### src/rtl/bcd_scan_pkg.sv
// Shared types and constants for the BCD event counter and its seven-segment scan stage.
`timescale 1ns/1ps
package bcd_scan_pkg;

    typedef logic [3:0] bcd_digit_t;

    localparam logic [6:0] SEG_BLANK = 7'h00;
    localparam logic [6:0] SEG_0     = 7'h3F;
    localparam logic [6:0] SEG_1     = 7'h06;
    localparam logic [6:0] SEG_2     = 7'h5B;
    localparam logic [6:0] SEG_3     = 7'h4F;
    localparam logic [6:0] SEG_4     = 7'h66;
    localparam logic [6:0] SEG_5     = 7'h6D;
    localparam logic [6:0] SEG_6     = 7'h7D;
    localparam logic [6:0] SEG_7     = 7'h07;
    localparam logic [6:0] SEG_8     = 7'h7F;
    localparam logic [6:0] SEG_9     = 7'h6F;

    localparam logic [3:0] SEL_RESET = 4'b0001;

    // Four-digit BCD increment; bit 16 of the result is the wrap carry out of 9999.
    function automatic logic [16:0] bcd_inc4(input logic [15:0] v);
        logic [15:0] r;
        logic        c;
        r = v;
        c = 1'b1;
        for (int i = 0; i < 4; i++) begin
            if (c) begin
                if (v[4*i +: 4] >= 4'd9) begin
                    r[4*i +: 4] = 4'd0;
                end else begin
                    r[4*i +: 4] = v[4*i +: 4] + 4'd1;
                    c = 1'b0;
                end
            end
        end
        return {c, r};
    endfunction

endpackage

### src/rtl/bcd_scan_driver_seg7_decode.sv
// Combinational BCD digit to seven-segment (GFEDCBA, active-high) lookup.
`timescale 1ns/1ps
module seg7_decode
    import bcd_scan_pkg::*;
(
    input  bcd_digit_t i_digit,
    output logic [6:0] o_seg
);

    always_comb begin
        o_seg = SEG_BLANK;
        case (i_digit)
            4'd0: o_seg = SEG_0;
            4'd1: o_seg = SEG_1;
            4'd2: o_seg = SEG_2;
            4'd3: o_seg = SEG_3;
            4'd4: o_seg = SEG_4;
            4'd5: o_seg = SEG_5;
            4'd6: o_seg = SEG_6;
            4'd7: o_seg = SEG_7;
            4'd8: o_seg = SEG_8;
            4'd9: o_seg = SEG_9;
            default: o_seg = SEG_BLANK;
        endcase
    end

endmodule

### src/rtl/bcd_scan_driver.sv
// Four-digit BCD event counter with a time-multiplexed, anti-ghosted seven-segment scan.
// Every output is registered; no input reaches an output combinationally.
`timescale 1ns/1ps
module bcd_scan_driver
    import bcd_scan_pkg::*;
#(
    parameter int SCAN_DIV    = 1024,
    parameter int BLANK_CYC   = 2,
    parameter int LZ_SUPPRESS = 1
) (
    input  logic        clk,
    input  logic        rst_n,
    input  logic        inc,
    input  logic        clr,
    output logic [6:0]  seg,
    output logic [3:0]  sel,
    output logic        scan_stb,
    output logic [15:0] value,
    output logic        carry
);

    localparam int               DIV_W    = (SCAN_DIV > 1) ? $clog2(SCAN_DIV) : 1;
    localparam logic [DIV_W-1:0] DIV_TC   = DIV_W'(SCAN_DIV - 1);
    localparam logic [DIV_W-1:0] BLANK_LD = DIV_W'(BLANK_CYC);

    logic [15:0]      r_value;
    logic             r_carry;
    logic [DIV_W-1:0] r_div;
    logic             r_stb;
    logic [3:0]       r_sel;
    logic [DIV_W-1:0] r_blank;
    logic [6:0]       r_seg;

    logic [16:0]      w_inc_res;
    logic             w_tc;
    logic [3:0]       w_sel_next;
    logic [DIV_W-1:0] w_blank_next;
    logic [3:0]       w_lead_zero;
    bcd_digit_t       w_digit;
    logic             w_lz_blank;
    logic [6:0]       w_seg_dec;
    logic [6:0]       w_seg_next;

    assign w_inc_res = bcd_inc4(r_value);

    always_ff @(posedge clk or negedge rst_n) begin
        if (!rst_n) begin
            r_value <= '0;
            r_carry <= 1'b0;
        end else begin
            r_carry <= 1'b0;
            if (clr) begin
                r_value <= '0;
            end else if (inc) begin
                r_value <= w_inc_res[15:0];
                r_carry <= w_inc_res[16];
            end
        end
    end

    assign w_tc = (r_div == DIV_TC);

    // A non-one-hot select can only come from an upset; fall back to digit 0.
    always_comb begin
        w_sel_next = r_sel;
        if (!$onehot(r_sel)) begin
            w_sel_next = SEL_RESET;
        end else if (w_tc) begin
            w_sel_next = {r_sel[2:0], r_sel[3]};
        end
    end

    always_comb begin
        w_blank_next = '0;
        if (w_tc) begin
            w_blank_next = BLANK_LD;
        end else if (r_blank != '0) begin
            w_blank_next = r_blank - DIV_W'(1);
        end
    end

    always_ff @(posedge clk or negedge rst_n) begin
        if (!rst_n) begin
            r_div   <= '0;
            r_stb   <= 1'b0;
            r_sel   <= SEL_RESET;
            r_blank <= BLANK_LD;
        end else begin
            r_div   <= w_tc ? '0 : r_div + DIV_W'(1);
            r_stb   <= w_tc;
            r_sel   <= w_sel_next;
            r_blank <= w_blank_next;
        end
    end

    assign w_lead_zero[3] = (r_value[15:12] == 4'd0);
    assign w_lead_zero[2] = w_lead_zero[3] && (r_value[11:8] == 4'd0);
    assign w_lead_zero[1] = w_lead_zero[2] && (r_value[7:4] == 4'd0);
    assign w_lead_zero[0] = 1'b0;

    // The mux follows the select being loaded this edge so seg and sel stay aligned.
    always_comb begin
        w_digit    = r_value[3:0];
        w_lz_blank = 1'b0;
        case (w_sel_next)
            4'b0010: begin
                w_digit    = r_value[7:4];
                w_lz_blank = w_lead_zero[1];
            end
            4'b0100: begin
                w_digit    = r_value[11:8];
                w_lz_blank = w_lead_zero[2];
            end
            4'b1000: begin
                w_digit    = r_value[15:12];
                w_lz_blank = w_lead_zero[3];
            end
            default: begin
                w_digit    = r_value[3:0];
                w_lz_blank = 1'b0;
            end
        endcase
    end

    seg7_decode u_seg7_decode (
        .i_digit (w_digit),
        .o_seg   (w_seg_dec)
    );

    always_comb begin
        w_seg_next = w_seg_dec;
        if (w_blank_next != '0) begin
            w_seg_next = SEG_BLANK;
        end else if ((LZ_SUPPRESS != 0) && w_lz_blank) begin
            w_seg_next = SEG_BLANK;
        end
    end

    always_ff @(posedge clk or negedge rst_n) begin
        if (!rst_n) begin
            r_seg <= SEG_BLANK;
        end else begin
            r_seg <= w_seg_next;
        end
    end

    assign seg      = r_seg;
    assign sel      = r_sel;
    assign scan_stb = r_stb;
    assign value    = r_value;
    assign carry    = r_carry;

endmodule
### config.mk
export PLATFORM = sky130hd
export DESIGN_NAME = bcd_scan_driver
export DESIGN_NICKNAME = d
export VERILOG_FILES = /design/src/rtl/bcd_scan_pkg.sv /design/src/rtl/bcd_scan_driver_seg7_decode.sv /design/src/rtl/bcd_scan_driver.sv
export SDC_FILE = /design/constraint.sdc
export NUM_CORES = 1
export LEC_CHECK = 0
export CAP_MARGIN = 30
export CORE_MARGIN = 1
export CORE_UTILIZATION = 26
export DETAILED_ROUTE_END_ITERATION = 12
export GPL_ROUTABILITY_DRIVEN = 0
export GPL_TIMING_DRIVEN = 0
export PLACE_DENSITY = 0.43
export SETUP_SLACK_MARGIN = 0.5
export SLEW_MARGIN = 15
export SYNTH_ARGS = -nofsm -noshare
export SYNTH_HDL_FRONTEND = slang
export SYNTH_SLANG_ARGS = --single-unit
### constraint.sdc
create_clock -name clk -period 11.3 [get_ports clk]
set_input_delay 2.26 -clock clk [delete_from_list [all_inputs] [get_ports clk]]
set_output_delay 2.26 -clock clk [all_outputs]
set_load 0.03 [all_outputs]
==> reports/qor.txt <==
Chip Width -> 113.3 um
multi-input logic area -> 1795 um2
total area of sequential cells -> 1229 um2
H-tree levels -> 2
critical path class -> reg2reg
skew final -> 10.33 ps
most frequent CP cell -> ha_1
most common cell after layout, fill and taps aside -> dfrtp_1
placed instance count -> 535
Die Span Y -> 113.3 um
final setup vio count -> 0
Fin. Hold Viols -> 0
vias per cell -> 4.926
CTS max path bufs -> 2
crit path to -> seg[3]$_DFF_PN0_
Root Buffer -> clkbuf_16
violation count after the first detailed-route iteration -> 91
CP Launch Type -> flop
Hold Crit Class -> reg2reg
Final period util -> 41.68%
sequential area share after synthesis -> 38.12%
r2r setup slk -> 6590 ps
Hold Path Depth -> 1
Slowest cell on crit path -> dfstp_2
cts bufs inserted -> 5
initial antenna violation count -> 0
pwr/cell area -> 101.6 nW/um2
synthesized net count -> 366
most frequent cells in the layout -> 47 x dfrtp_1, 32 x nor2_1, 29 x clkdlybuf4s50_1
CTS tree -> yes
Port Buf Inserts -> 30
status -> finished, final reports clean
R2R cell count -> 14
mapped cell area -> 3223 um2
Starting Density -> 26.72%
Pint -> 0.2836 mW
Syn Area/Cell -> 9.564 um2
Setup Fix Bufs, Post-CTS -> 0
Max-Cap Viols -> 0
max-slew violation count -> 0
Layout Cells excl Fill -> 543
combinational share of power -> 12.8%
io pins -> 33
Setup WS pre-CTS -> 6592 ps
via count -> 2675
Antenna Nets Post-Route -> 0
WP data required -> 11490 ps
Switching Power -> 0.1106 mW
Async S/R FF share, synth -> 100.0%
first-pass GRT wire length -> 13350 um
DRT Wirelength -> 7932 um
total grt overflow -> 0
Post-synth EDFFs -> 0
Sw Share -> 28.06%
Layout Nets -> 403
share of post-route cells with drive strength above 1 -> 12.00%
fin crit period -> 4710 ps
Mapped Cells -> 337
worst path arrival time -> 4900 ps
yosys warns -> 0
critical path startpoint -> sel[0]$_DFF_PN1_
Synth cell types -> 66
largest net degree at the start of global routing -> 50
ant diodes -> 0
Fillers -> 1287
CP Max Fanout -> 10
Area growth syn-to-layout -> 20.42%
RSZ-0062 raised after global routing -> no
Crit path largest cell delay -> 570 ps
hold_buf cts -> 0
Synth Flop Type -> dfrtp_1
worst-path cell chain -> clkbuf_1 -> inv_1 -> fa_1 -> inv_1 -> ha_1 -> ha_1 -> nor3b_2 -> nand4_1 -> mux2i_1 -> a211o_1 -> o2bb2ai_1 -> ha_1 -> mux2_2 -> a211oi_1
vias in the first global route -> 2583
Worst setup EP type -> flop
Detail Placement HPWL -> 5654 um
Site Rows -> 40
wire length per cell -> 14.61 um
CTS clk-pin slew, worst paths -> 80 ps
Max Fclk -> 212.3 MHz
Clk network pwr share -> 39.6%
#FFs+latches synth -> 49
TritonRoute pass-1 iters -> 4
Skew-Pair Late Insertion Delay -> 290 ps
Worst-Margin Slew -> 667.0 ps
Rel. slew slack -> 55.54%
setup_tns -> 0 ps
number of gates resized after CTS -> 0
worst r2r dst -> seg[3]$_DFF_PN0_
Pleak -> 1.594 nW
# DRC -> 0
final worst slack -> 6590 ps
reg2reg start -> sel[0]$_DFF_PN1_
CTS sink cnt -> 49
VDD IR max -> 62.77 uV
GRT Util Overall -> 13.06%
sequential power share -> 47.6%
floorplan core area -> 12060 um2
die footprint -> 12850 um2
[how the worst min path moves through the flow]
| stage | start | to | slack, ps |
|---|---|---|---|
| after detailed placement | r_blank[0]$_DFF_PN0_ | r_blank[0]$_DFF_PN0_ | 470 |
| final | r_blank[0]$_DFF_PN0_ | r_blank[0]$_DFF_PN0_ | 480 |
| after floorplan | r_div[0]$_DFF_PN0_ | r_div[0]$_DFF_PN0_ | 450 |
| after global placement | r_blank[0]$_DFF_PN0_ | r_blank[0]$_DFF_PN0_ | 470 |
| after CTS | r_blank[0]$_DFF_PN0_ | r_blank[0]$_DFF_PN0_ | 480 |
| after global routing | r_blank[0]$_DFF_PN0_ | r_blank[0]$_DFF_PN0_ | 510 |
[metal layers]
metal	part of all wire, %	global-route usage, %	vias to the layer above
met4	1.4	3.596	0
li1	-	-	1291
met3	4.1	2.410	8
met5	0	0	-
met2	46	20.78	55
met1	49	18.10	1321
[metrics by stage]
stage          hold slack [ps]  area (um2)  utilization, %  power [mW]
2_1_floorplan            450.9        3223               -      0.2200
3_3_place_gp             473.7        3734           30.95      0.2422
3_5_place_dp             473.7        3731           30.93      0.2423
4_1_cts                  482.7        3881           32.18      0.4024
5_1_grt                  513.2        3881           32.18      0.4147
6_report                 481.7        3881           32.18      0.3943
[cell usage after synthesis, types with 2 or more instances]
master | number | share of area (%)
o31ai_1 | 7 | 1.6
a311oi_2 | 2 | 0.93
nand4_1 | 6 | 1.2
mux2_2 | 3 | 1.0
inv_1 | 26 | 3.0
o211ai_1 | 2 | 0.47
a31oi_1 | 6 | 1.2
xor2_1 | 5 | 1.4
ha_1 | 24 | 9.3
a211o_1 | 2 | 0.54
nor3_2 | 2 | 0.62
a41oi_1 | 4 | 1.1
xnor2_1 | 9 | 2.4
buf_4 | 2 | 0.47
o2111ai_1 | 2 | 0.54
o21ai_0 | 18 | 2.8
nand3_1 | 13 | 2.0
nor3_1 | 5 | 0.78
buf_6 | 4 | 1.4
clkbuf_1 | 6 | 0.70
dfstp_2 | 2 | 1.6
buf_2 | 3 | 0.47
or4b_1 | 2 | 0.62
nand3b_1 | 6 | 1.4
nor4_1 | 5 | 0.97
nand2b_1 | 8 | 1.6
nor4b_1 | 4 | 1.1
o32ai_1 | 3 | 0.82
nor2_1 | 32 | 3.7
a211oi_1 | 6 | 1.4
a221oi_2 | 2 | 0.93
a21oi_1 | 12 | 1.9
and4_1 | 2 | 0.54
a311oi_1 | 4 | 1.1
nand2_1 | 19 | 2.2
dfrtp_1 | 47 | 36
nor2b_1 | 3 | 0.58
[sequential cells by signal (all words and copies together) (netlist names)]
name	flops
sel	4
scan_stb	1
r_div	10
r_blank	10
value	16
carry	1
seg	7
[logic make-up after synthesis]
kind of cell	share of synthesized area, %
buffers and inverters	6.172
xor gates and xnor gates	3.804
adders and majority gates	9.938
and+or+nand+nor	21.90
AOI/OAI and AO/OA	18.71
muxes	1.359
DFF	38.12
[critical path: cells and delay by family (launching register included)]
kind	cells	cell delay (ps)
compound gates	3	650
fa+ha+maj	4	1400
flops	1	570
simple gates	2	740
buf+inv	3	610
mux	2	630
[power by group through the flow]
stage	Sequential [mW]	Clock, mW	Combinational (mW)
after global routing	0.189	0.170	0.0565
final	0.188	0.156	0.0506
after detailed placement	0.191	0	0.0512
after CTS	0.188	0.163	0.0515
after floorplan	0.200	0	0.0204
after global placement	0.191	0	0.0509
[final cells by class]
| type | count | area share [%] |
|---|---|---|
| tap | 168 | 5.416 |
| buffer | 15 | 2.515 |
| multi-input combinational | 246 | 46.26 |
| timing repair buffer | 30 | 7.672 |
| clock buffer | 5 | 3.224 |
| clock inverter | 3 | 0.6447 |
| inverter | 27 | 2.611 |
| sequential | 49 | 31.66 |
(Power assumes the default switching activity.)
